**config.mk**
```make
export PLATFORM = sky130hd
export DESIGN_NAME = dcache_dm_wt
export DESIGN_NICKNAME = d
export VERILOG_FILES = /design/src/rtl/dcache_dm_wt.sv
export SDC_FILE = /design/constraint.sdc
export NUM_CORES = 1
export LEC_CHECK = 0
export CAP_MARGIN = 20
export CORE_ASPECT_RATIO = 0.75
export CORE_MARGIN = 10
export CORE_UTILIZATION = 45
export CTS_CLUSTER_DIAMETER = 40
export CTS_CLUSTER_SIZE = 30
export DETAILED_ROUTE_END_ITERATION = 10
export PLACE_DENSITY = 0.66
export SYNTH_ARGS = -nofsm -noshare
export SYNTH_HDL_FRONTEND = slang
export SYNTH_SLANG_ARGS = --single-unit
```
**constraint.sdc**
```tcl
create_clock -name clk -period 14.75 [get_ports clk]
set_input_delay 1.475 -clock clk [delete_from_list [all_inputs] [get_ports clk]]
set_output_delay 1.475 -clock clk [all_outputs]
set_load 0.02 [all_outputs]
```
**src/rtl/dcache_dm_wt.sv**
```systemverilog
// Direct-mapped, one-word-per-line, write-through / no-write-allocate data cache.
// Lookup is combinational against clocked tag/data/valid arrays; misses and
// stores stall the pipeline while a single memory transaction is in flight.
//
// Memory handshake: mem_req (with mem_we/mem_addr/mem_wdata) is held high and
// stable from the first FILL/WRITE cycle until the cycle in which mem_ack is
// sampled high; mem_ack is a one-cycle completion pulse and carries mem_rdata
// for reads. An mem_ack seen while no request is outstanding is ignored.
module dcache_dm_wt #(
    parameter int ADDR_WIDTH = 32,
    parameter int DATA_WIDTH = 32,
    parameter int SETS       = 8,
    parameter int CNT_WIDTH  = 32
) (
    input  logic                  clk,
    input  logic                  rst,
    input  logic                  cpu_req,
    input  logic                  cpu_we,
    input  logic [ADDR_WIDTH-1:0] cpu_addr,
    input  logic [DATA_WIDTH-1:0] cpu_wdata,
    output logic [DATA_WIDTH-1:0] cpu_rdata,
    output logic                  cpu_stall,
    input  logic                  flush,
    output logic                  mem_req,
    output logic                  mem_we,
    output logic [ADDR_WIDTH-1:0] mem_addr,
    output logic [DATA_WIDTH-1:0] mem_wdata,
    input  logic [DATA_WIDTH-1:0] mem_rdata,
    input  logic                  mem_ack,
    output logic [CNT_WIDTH-1:0]  hit_count,
    output logic [CNT_WIDTH-1:0]  miss_count,
    output logic [1:0]            o_dbg_state
);
    localparam int IDX = $clog2(SETS);
    localparam int TAG = ADDR_WIDTH - IDX - 2;
    localparam logic [CNT_WIDTH-1:0] CNT_ONE = {{(CNT_WIDTH-1){1'b0}}, 1'b1};

    typedef enum logic [1:0] {
        ST_IDLE  = 2'd0,
        ST_FILL  = 2'd1,
        ST_WRITE = 2'd2
    } state_t;

    state_t                r_state;
    state_t                w_next;
    logic [SETS-1:0]       r_valid;
    logic [TAG-1:0]        r_tag  [SETS];
    logic [DATA_WIDTH-1:0] r_data [SETS];
    logic                  r_replay;
    logic [CNT_WIDTH-1:0]  r_hit_count;
    logic [CNT_WIDTH-1:0]  r_miss_count;

    logic [IDX-1:0] w_idx;
    logic [TAG-1:0] w_tag;
    logic           w_hit;
    logic           w_load_hit;
    logic           w_load_miss;
    logic           w_fill_ack;
    logic           w_write_ack;
    logic           w_unused_addr_lsb;

    assign w_idx       = cpu_addr[IDX+1:2];
    assign w_tag       = cpu_addr[ADDR_WIDTH-1:IDX+2];
    assign w_hit       = r_valid[w_idx] && (r_tag[w_idx] == w_tag);
    assign w_load_hit  = (r_state == ST_IDLE) && cpu_req && !cpu_we && w_hit;
    assign w_load_miss = (r_state == ST_IDLE) && cpu_req && !cpu_we && !w_hit;
    assign w_fill_ack  = (r_state == ST_FILL) && mem_ack;
    assign w_write_ack = (r_state == ST_WRITE) && mem_ack;

    // Byte offset is irrelevant for word-aligned accesses.
    assign w_unused_addr_lsb = ^cpu_addr[1:0];

    assign mem_addr    = {cpu_addr[ADDR_WIDTH-1:2], 2'b00};
    assign mem_wdata   = cpu_wdata;
    assign hit_count   = r_hit_count;
    assign miss_count  = r_miss_count;
    assign o_dbg_state = r_state;

    // State register; reset aborts any in-flight access.
    always_ff @(posedge clk) begin
        if (rst) r_state <= ST_IDLE;
        else     r_state <= w_next;
    end

    // Next-state and handshake outputs.
    always_comb begin
        w_next    = r_state;
        cpu_stall = 1'b0;
        cpu_rdata = '0;
        mem_req   = 1'b0;
        mem_we    = 1'b0;
        case (r_state)
            ST_IDLE: begin
                if (cpu_req) begin
                    if (cpu_we) begin
                        cpu_stall = 1'b1;
                        w_next    = ST_WRITE;
                    end else if (w_hit) begin
                        cpu_rdata = r_data[w_idx];
                    end else begin
                        cpu_stall = 1'b1;
                        w_next    = ST_FILL;
                    end
                end
            end
            ST_FILL: begin
                mem_req   = 1'b1;
                cpu_stall = 1'b1;
                if (mem_ack) w_next = ST_IDLE;
            end
            ST_WRITE: begin
                mem_req   = 1'b1;
                mem_we    = 1'b1;
                cpu_stall = !mem_ack;
                if (mem_ack) w_next = ST_IDLE;
            end
            default: w_next = ST_IDLE;
        endcase
    end

    // Valid bits: flush and reset beat a coincident fill.
    always_ff @(posedge clk) begin
        if (rst || flush)    r_valid        <= '0;
        else if (w_fill_ack) r_valid[w_idx] <= 1'b1;
    end

    // Tag/data arrays: fill on read ack, update in place on a write-through hit.
    always_ff @(posedge clk) begin
        if (w_fill_ack) begin
            r_tag[w_idx]  <= w_tag;
            r_data[w_idx] <= mem_rdata;
        end else if (w_write_ack && w_hit) begin
            r_data[w_idx] <= cpu_wdata;
        end
    end

    // Perf counters; the replay of a just-filled load is not a hit.
    always_ff @(posedge clk) begin
        if (rst) begin
            r_hit_count  <= '0;
            r_miss_count <= '0;
            r_replay     <= 1'b0;
        end else begin
            r_replay <= w_fill_ack;
            if (w_load_hit && !r_replay) r_hit_count  <= r_hit_count + CNT_ONE;
            if (w_load_miss)             r_miss_count <= r_miss_count + CNT_ONE;
        end
    end
endmodule

```
==> results of run 1 <==
[final timing paths]
check	slack (ns)	to	cells after the start	start
worst max-delay path	6.06	cpu_rdata[24]	12	cpu_addr[2]
worst min-delay path	0.46	r_valid[6]	1	r_valid[6]
worst max register to register	10.06	r_data[2][12]	9	r_tag[6][16]
worst min register to register	0.46	r_valid[6]	1	r_valid[6]
[layout by cell type (no fill, tap or decap), types with 5 or more instances in the layout]
cell type,instances
clkinvlp_4,7
nand2b_1,13
ha_1,6
xnor2_1,8
or3_1,11
inv_8,9
nor2_2,9
inv_6,12
mux2_2,45
xor2_1,12
a21oi_1,29
clkdlybuf4s50_1,258
o22ai_1,97
mux4_2,47
nor4_1,29
o21a_1,9
mux2_4,30
a22o_1,11
nand4_1,23
clkbuf_16,63
and3_1,9
nand2_1,39
nor2b_1,38
nand3_1,25
inv_1,23
o31ai_1,9
mux2i_1,56
a31o_2,11
clkinv_8,6
clkinv_2,5
o21ai_0,21
or4_1,33
nor2_4,7
nor4b_1,5
dfxtp_1,75
buf_4,35
nor2_1,84
edfxtp_1,472
nor3_1,16
a211oi_1,5
[cells by family after synthesis]
| logic type | after synthesis |
|---|---|
| compound gates | 212 |
| xor+xnor | 20 |
| fa+ha+maj | 6 |
| buf+inv | 171 |
| flops | 547 |
| mux | 180 |
| other cells | 1 |
| simple gates | 374 |
[registers in the layout (all words and copies together), names as in the netlist]
name         count
o_dbg_state      2
r_tag          216
hit_count       32
r_replay         1
miss_count      32
r_valid          8
r_data         256
[worst max-delay path: cells and delay by family]
family | cells | cell delay [ns]
buffers and inverters | 4 | 2.05
AND/OR/NAND/NOR | 6 | 3.30
AO/OA/AOI/OAI | 1 | 0.08
XOR/XNOR | 1 | 0.18
[area by class of cell]
cell class	instances	area (um2)
clock buffers	66	1590
well taps	657	822
repair buffers	295	2880
fillers	3934	22300
clock inverters	48	522
multi-input cells	794	6420
inverters	24	90.1
flip-flops and latches	547	15700
[routing by layer]
layer  part of all wire (%)  routed length, um  GRT usage (%)
met5                  0.013                  7              0
met4                    1.3                697           3.61
met2                     47              26100           28.1
met1                     45              24600           24.3
met3                    7.1               3910           4.58
[through the flow]
step           cell area, um2  utilization, %  hold WS (ns)  instances
4_1_cts                 28000            55.6         0.465       2430
6_report                28000            55.7         0.464       2431
3_3_place_gp            25900            51.4         0.443       2316
5_1_grt                 28000            55.7         0.481       2431
2_1_floorplan           23000               -         0.435       1512
3_5_place_dp            25900            51.4         0.452       2316
[power by group through the flow]
stage                     sequential [mW]  clock (mW)  combinational [mW]
after floorplan                      1.72           0               0.120
after global placement               1.72           0               0.199
after detailed placement             1.72           0               0.202
after CTS                            1.69        1.57               0.203
after global routing                 1.69        1.65               0.216
final                                1.69        1.55               0.200
==> flow_summary.yaml, run 1 <==
timing:
  layout_worst_path_cycle_share_pct: 58.9
  setup_slack_ns: 6.06
  post-route-min-period_ns: 8.69
  tns_ns: 0
  hold_violations: 0
  setup_viol: 0
  skew_ns: 0.0195
  worstMarginPinSlew_ns: 1.10
  drv_slew: 0
  grt_setup_unrepaired: "false"
  clock.fmax_ghz: 0.115
  slew_headroom_pct: 26.4
yosys:
  ys.flop_type: "edfxtp_1"
  synthMuxAreaShare_pct: 11.3
  ys_warn_count: 0
  yosysTopAreaCell: "edfxtp_1"
  syn-cell-area_mm2: 0.0230
  ys_types: 66
  synthTopCellsByArea: "edfxtp_1 (62%), dfxtp_1 (6.5%), mux4_2 (4.6%), o22ai_1 (2.6%), mux2i_1 (2.4%)"
  synthAdderAreaFrac_pct: 0.327
  synth_compound_area_share_pct: 6.06
  synthArstFlopShare_pct: 0
  synth.cells.most_frequent: "edfxtp_1 (472), nor2_1 (100), o22ai_1 (97), dfxtp_1 (75), buf_4 (67)"
  synth_top_family_by_area: "multiplexers"
  yosysSeqAreaShare_pct: 68.3
  synth_xor_area_share_pct: 0.763
  synth_top_area_share_pct: 61.7
  synth.avg_cell_area_um2: 15.2
  yosys.area_share.simple_pct: 9.11
  synth-edff-count: 472
  yosysMostFrequentCell: "edfxtp_1"
  ys_ff_latch: 547
  synthCells: 1511
die:
  die_h_um: 216
  fp.dieW_um: 281
  core_area_mm2: 0.0503
  boundaryPins: 267
  placementRows: 71
  die-area_mm2: 0.0605
  start_util_pct: 45.7
clock_tree:
  post_cts.repair.setup_buffers: 0
  cts_resized: 0
  cts_hold_buf: 0
  clock_latency_ns: 0.62
  cts_tree: "built"
  clock_sinks: 547
  htree_levels: 2
  numCtsBuffers: 61
  clk_pin_slew_worst_paths_ns: 0.05
  root_buffer: "clkbuf_16"
  clockBufferDepth: 3
pwr:
  p_switching_uw: 793
  sw_frac_of_total_pct: 23.1
  peakVddDrop_mv: 0.0925
  p_seq_share_pct: 49.1
  total_power_mw: 3.43
  p_leak_nw: 9.29
  p_clk_share_pct: 45.0
  intPower_mw: 2.64
  pwr-share-comb_pct: 5.8
  powerDensity_mw_per_mm2: 123
placed_design:
  gp_congestion: 0.775
  dp_hpwl_mm: 33.3
  portBuffers: 262
  post-place-ws_ns: 6.03
worst_setup_path:
  crit_required_ns: 13.28
  cp_slowest_cell: "or3b_2"
  cp_data_arrival_time_ns: 7.21
  end_kind: "primary output"
  cp_cell_sequence: "buf_4 -> buf_4 -> or3b_2 -> nor2_1 -> a211oi_1 -> xnor2_1 -> or4_1 -> nor4_4 -> nand2_1 -> buf_4 -> nor4_1 -> clkdlybuf4s50_1"
  critPathLaunchType: "primary input"
  path_class: "in -> out"
  path_max_fanout: 54
  max_stage_delay_ns: 0.94
  crit_path_frequent_cell: "buf_4"
global_route:
  grt_use_total_pct: 17.7
  grt_start_max_net_pins: 107
  overflow: 0
  grt_pass1_vias: 14013
  grt_pass1_wl_mm: 83.7
  antenna_found_initial: 1
route:
  drtIter0Drc: 936
  wl_per_cell_um: 22.8
  viasPerCell: 5.67
  drc: 0
  firstDrtPassIters: 5
  drtAntennaViolNets: 0
  drt-total-wl_mm: 55.3
  vias: 13787
run:
  maxCapViolCount: 0
layout:
  syn_to_final_growth_pct: 22.0
  fin_nets: 1831
  diodes: 0
  drive_gt1_share_pct: 17.6
run_status:
  status: "finished clean"
min_path:
  min_path_type: "reg -> reg"
No activity file was read; power rests on OpenSTA's default activity.
==> run 2, diff against run 1 <==
--- a/config.mk
+++ b/config.mk
@@ -12,7 +12,7 @@
 export CTS_CLUSTER_DIAMETER = 40
 export CTS_CLUSTER_SIZE = 30
 export DETAILED_ROUTE_END_ITERATION = 10
-export PLACE_DENSITY = 0.66
+export PLACE_DENSITY = 0.69
 export SYNTH_ARGS = -nofsm -noshare
 export SYNTH_HDL_FRONTEND = slang
 export SYNTH_SLANG_ARGS = --single-unit
==> constraint.sdc (replaced) <==
create_clock -name clk -period 7.86 [get_ports clk]
set_input_delay 0.786 -clock clk [delete_from_list [all_inputs] [get_ports clk]]
set_output_delay 0.786 -clock clk [all_outputs]
set_load 0.02 [all_outputs]
==> run 2 against run 1 <==
  * Register-to-register slack worse by 7.1 ns
  * Die area stayed put
  * First-iteration DRC count is 18% higher
  * Sequential power is 88% higher
  * Final cell count is 0.37% higher
  * Total power is 92% higher
  * Global-route usage is 0.071 points higher
  * Setup slack worse by 4.6 ns
  * Non-clock buffer count is 2 higher
  * Critical endpoint is now cpu_rdata[17]
  * Highest routed layer unchanged
==> flow_summary.yaml, run 2 (synthesized netlist as in run 1, its figures left out) <==
global_route:
  grt_pass1_vias: 14069
  grt_pass1_wl_mm: 83.9
  overflow: 0
  grt_start_max_net_pins: 107
  grt_use_total_pct: 17.8
  antenna_found_initial: 1
die:
  die_h_um: 216
  placementRows: 71
  start_util_pct: 45.7
  fp.dieW_um: 281
  boundaryPins: 267
  core_area_mm2: 0.0503
  die-area_mm2: 0.0605
worst_setup_path:
  crit_path_frequent_cell: "buf_4"
  path_buf_inv: 5
  end_kind: "primary output"
  ff2ff_path_depth: 9
  cp_cell_sequence: "buf_4 -> buf_4 -> mux2_2 -> o22ai_1 -> or3_1 -> nand4_1 -> or4b_1 -> nor4_4 -> buf_4 -> nand2_1 -> buf_4 -> nor4_1 -> clkdlybuf4s50_1"
  crit_required_ns: 7.07
  cp_data_arrival_time_ns: 5.66
  critPathLaunchType: "primary input"
  crit_family: "buffers and inverters"
  cp_slowest_cell: "clkdlybuf4s50_1"
  path_class: "in -> out"
  cp.depth: 13
  max_stage_delay_ns: 0.72
  path_max_fanout: 53
timing:
  tns_ns: 0
  setup_viol: 0
  hold_violations: 0
  slew_headroom_pct: 27.0
  grt_setup_unrepaired: "false"
  worstMarginPinSlew_ns: 1.09
  skew_ns: 0.0358
  clock.fmax_ghz: 0.155
  drv_slew: 0
  timing.hold.ws_ns: 0.469
  setup_slack_ns: 1.41
  layout_worst_path_cycle_share_pct: 82.0
  post-route-min-period_ns: 6.45
placed_design:
  gp_congestion: 0.813
  portBuffers: 262
  post-place-ws_ns: 1.40
  dp_hpwl_mm: 33.7
clock_tree:
  cts_hold_buf: 0
  post_cts.repair.setup_buffers: 0
  root_buffer: "clkbuf_16"
  clk_pin_slew_worst_paths_ns: 0.06
  clockBufferDepth: 3
  numCtsBuffers: 67
  cts_tree: "built"
  clock_sinks: 547
  htree_levels: 3
  clock_latency_ns: 0.60
  cts_resized: 0
layout:
  syn_to_final_growth_pct: 22.7
  top_register: "r_data"
  drive_gt1_share_pct: 17.6
  layout_common_cells: "edfxtp_1 (472), clkdlybuf4s50_1 (258), o22ai_1 (97)"
  fill_cells: 3915
  reg_top3: "r_data (256), r_tag (216)"
  fin_util_pct: 56.0
  fin_nets: 1839
  layout_commonest_cell: "edfxtp_1"
  largest_register_ffs: 256
route:
  wl_per_cell_um: 22.7
  viasPerCell: 5.68
  firstDrtPassIters: 5
  drtAntennaViolNets: 0
  drtIter0Drc: 1102
  drc: 0
  drt-total-wl_mm: 55.3
  vias: 13856
pwr:
  powerDensity_mw_per_mm2: 233
  peakVddDrop_mv: 0.177
  total_power_mw: 6.57
  p_leak_nw: 9.37
run:
  maxCapViolCount: 0
min_path:
  min_path_type: "reg -> reg"
  min_path_cells: 1
run_status:
  status: "finished clean"
-- run 2: power breakdown --
part	total, mW	internal (mW)	switching, mW
clock	3.03	1.81	1.22
sequential	3.17	3.16	0.00535
combinational	0.375	0.164	0.211
total	6.57	5.14	1.44
-- run 2: routing by layer --
| layer | GRT usage [%] | part of all wire, % | vias up |
|---|---|---|---|
| met4 | 4.60 | 1.7 | 2 |
| met1 | 23.9 | 44 | 6980 |
| li1 | - | - | 6350 |
| met3 | 4.36 | 6.9 | 82 |
| met2 | 28.5 | 48 | 442 |
| met5 | 0 | 0.023 | - |
-- run 2: cell type report --
type	count	area, um2	share of cell area, %
multi-input cells	794	6430	22.8
diodes	1	2.50	0.00888
well taps	657	822	2.92
clock inverters	49	504	1.79
inverters	24	90.1	0.320
flip-flops and latches	547	15700	55.6
clock buffers	71	1710	6.08
repair buffers	297	2940	10.4
-- run 2: stage by stage --
step / cells / area, um2
after detailed placement: 2316 / 25900
after floorplan: 1512 / 23000
final: 2440 / 28200
after global routing: 2439 / 28200
after global placement: 2315 / 25900
after CTS: 2436 / 28100
-- run 2: final timing paths --
path	from	end	slack (ns)
hold / removal	r_valid[7]	r_valid[7]	0.47
hold reg to reg	r_valid[7]	r_valid[7]	0.47
setup / recovery	cpu_addr[2]	cpu_rdata[17]	1.41
setup reg to reg	r_tag[2][16]	r_data[5][1]	2.95
==> run 3, diff against run 2 <==
--- a/config.mk
+++ b/config.mk
@@ -12,7 +12,7 @@
 export CTS_CLUSTER_DIAMETER = 40
 export CTS_CLUSTER_SIZE = 30
 export DETAILED_ROUTE_END_ITERATION = 10
-export PLACE_DENSITY = 0.69
+export PLACE_DENSITY = 0.66
 export SYNTH_ARGS = -nofsm -noshare
 export SYNTH_HDL_FRONTEND = slang
 export SYNTH_SLANG_ARGS = --single-unit
==> constraint.sdc (replaced) <==
create_clock -name clk -period 6.25 [get_ports clk]
set_input_delay 0.625 -clock clk [delete_from_list [all_inputs] [get_ports clk]]
set_output_delay 0.625 -clock clk [all_outputs]
set_load 0.02 [all_outputs]
==> run 3 against run 2 <==
  * Final cell count up 0.12%
  * Critical path depth down 1
  * Clock-buffer cell count down 12
  * Combinational power up 28%
  * Core utilization up 0.11 points
  * Total power up 24%
  * Wire length up 0.10%
  * Non-clock buffer count up 14
  * Sequential cell count unchanged
  * Register-to-register slack worse by 1.1 ns
  * Critical path type unchanged
  * Critical endpoint is now cpu_rdata[22]
==> flow_summary.yaml, run 3 (synthesized netlist as in run 1, its figures left out) <==
min_path:
  min_path_type: "reg -> reg"
  min_path_cells: 1
  whs_endpoint: "r_valid[2]"
  worstHoldStart: "r_valid[2]"
worst_setup_path:
  critPathLaunchType: "primary input"
  path_class: "in -> out"
  end_kind: "primary output"
  ff2ff_path_depth: 10
  crit_required_ns: 5.62
  r2r_start: "r_tag[2][16]"
  path_max_fanout: 42
  r2r_setup_slack_ns: 1.85
  rr_endpoint: "r_data[6][16]"
  cp_data_arrival_time_ns: 5.05
placed_design:
  gp_congestion: 0.793
  post-place-ws_ns: 0.494
  portBuffers: 262
  placed_cells: 2331
  dp_hpwl_mm: 34.3
pwr:
  peakVddDrop_mv: 0.204
  p_seq_share_pct: 49.0
  p_leak_nw: 9.39
  pwr-share-comb_pct: 5.9
  p_clk_share_pct: 45.1
  powerDensity_mw_per_mm2: 288
  intPower_mw: 6.24
  total_power_mw: 8.13
  p_switching_mw: 1.89
  sw_frac_of_total_pct: 23.2
route:
  drtIter0Drc: 1019
  vias: 13853
  viasPerCell: 5.67
  wl_per_cell_um: 22.7
  drtAntennaViolNets: 0
  firstDrtPassIters: 5
  drc: 0
  drt-total-wl_mm: 55.4
timing:
  setup_viol: 0
  hold_violations: 0
  grt_setup_unrepaired: "false"
  layout_worst_path_cycle_share_pct: 90.8
  tns_ns: 0
  skew_ns: 0.0218
  clock.fmax_ghz: 0.176
  post-route-min-period_ns: 5.67
  drv_slew: 0
  timing.hold.ws_ns: 0.465
  worstMarginPinSlew_ns: 1.02
  setup_slack_ns: 0.578
  slew_headroom_pct: 31.6
die:
  placementRows: 71
  boundaryPins: 267
  die-area_mm2: 0.0605
  core_area_mm2: 0.0503
  fp.dieW_um: 281
  die_h_um: 216
  start_util_pct: 45.7
layout:
  layout_common_cells: "edfxtp_1 (472), clkdlybuf4s50_1 (258), o22ai_1 (97)"
  layout.cells.non_filler: 2443
  layout_commonest_cell: "edfxtp_1"
  syn_to_final_growth_pct: 23.0
  drive_gt1_share_pct: 18.2
  top_register: "r_data"
  seq_area_mm2: 0.0157
  diodes: 0
  multiInputGateArea_mm2: 0.00642
  largest_register_ffs: 256
  fin_nets: 1844
  reg_top3: "r_data (256), r_tag (216)"
  fill_cells: 3887
run_status:
  status: "finished clean"
global_route:
  grt_use_total_pct: 17.8
  overflow: 0
  antenna_found_initial: 0
  grt_start_max_net_pins: 61
  grt_pass1_vias: 13984
  grt_pass1_wl_mm: 83.7
clock_tree:
  cts_resized: 0
  root_buffer: "clkbuf_16"
  clock_sinks: 547
  cts_tree: "built"
  post_cts.repair.setup_buffers: 0
  clock_latency_ns: 0.63
  numCtsBuffers: 58
  cts_hold_buf: 0
  clockBufferDepth: 3
  htree_levels: 2
  clk_pin_slew_worst_paths_ns: 0.06
run:
  maxCapViolCount: 0
==> run 3: cell count changes in the layout (fill, tap and decap cells not counted), sizes merged <==
cell,previous run,this run
buf,39,53
clkbuf,71,59
clkinv,27,13
clkinvlp,5,8
diode,1,0
inv,35,48
==> run 3: worst max-delay path by stage <==
stage                      from             to  slack (ns)
global placement    cpu_addr[2]  cpu_rdata[22]        0.51
floorplan           cpu_addr[2]   r_data[0][0]        1.22
CTS                 cpu_addr[2]  cpu_rdata[18]        0.51
detailed placement  cpu_addr[2]  cpu_rdata[18]        0.49
global route        cpu_addr[2]  cpu_rdata[22]        0.29
finish              cpu_addr[2]  cpu_rdata[22]        0.58
==> run 3: critical path, stage by stage <==
cell,delay [ns]
buf_4,0.48
buf_4,0.32
mux4_2,0.53
mux2i_1,0.18
xor2_1,0.16
nand4_1,0.29
or4_1,0.54
nor4_4,0.29
nand2_1,0.09
buf_4,0.31
a211oi_1,0.47
clkdlybuf4s50_1,0.71
==> run 3: stage by stage <==
stage | cell area (um2) | util, %
after detailed placement | 26100 | 51.9
after global placement | 26000 | 51.6
after floorplan | 23000 | -
after CTS | 28200 | 56.1
after global routing | 28200 | 56.1
final | 28200 | 56.1
==> run 3: metal layers <==
layer | vias up | global-route usage, % | share of wire, %
li1 | 6343 | - | -
met1 | 7038 | 24.4 | 45
met2 | 409 | 27.9 | 46
met3 | 63 | 4.63 | 7.1
met4 | 0 | 4.35 | 1.6
met5 | - | 0 | 0
==> run 3: cell type report <==
class	count	share of cell area (%)
clock buffers	59	5.16
clock inverters	51	2.31
inverters	24	0.319
multi-input cells	794	22.8
flip-flops and latches	547	55.5
well taps	657	2.91
repair buffers	311	11.0
==> run 3: power groups by stage <==
stage / logic [mW] / clock network [mW] / registers, mW
final: 0.480 / 3.67 / 3.98
after detailed placement: 0.485 / 0 / 4.06
after global placement: 0.471 / 0 / 4.06
after floorplan: 0.282 / 0 / 4.06
after global routing: 0.519 / 3.89 / 3.98
after CTS: 0.487 / 3.74 / 3.98
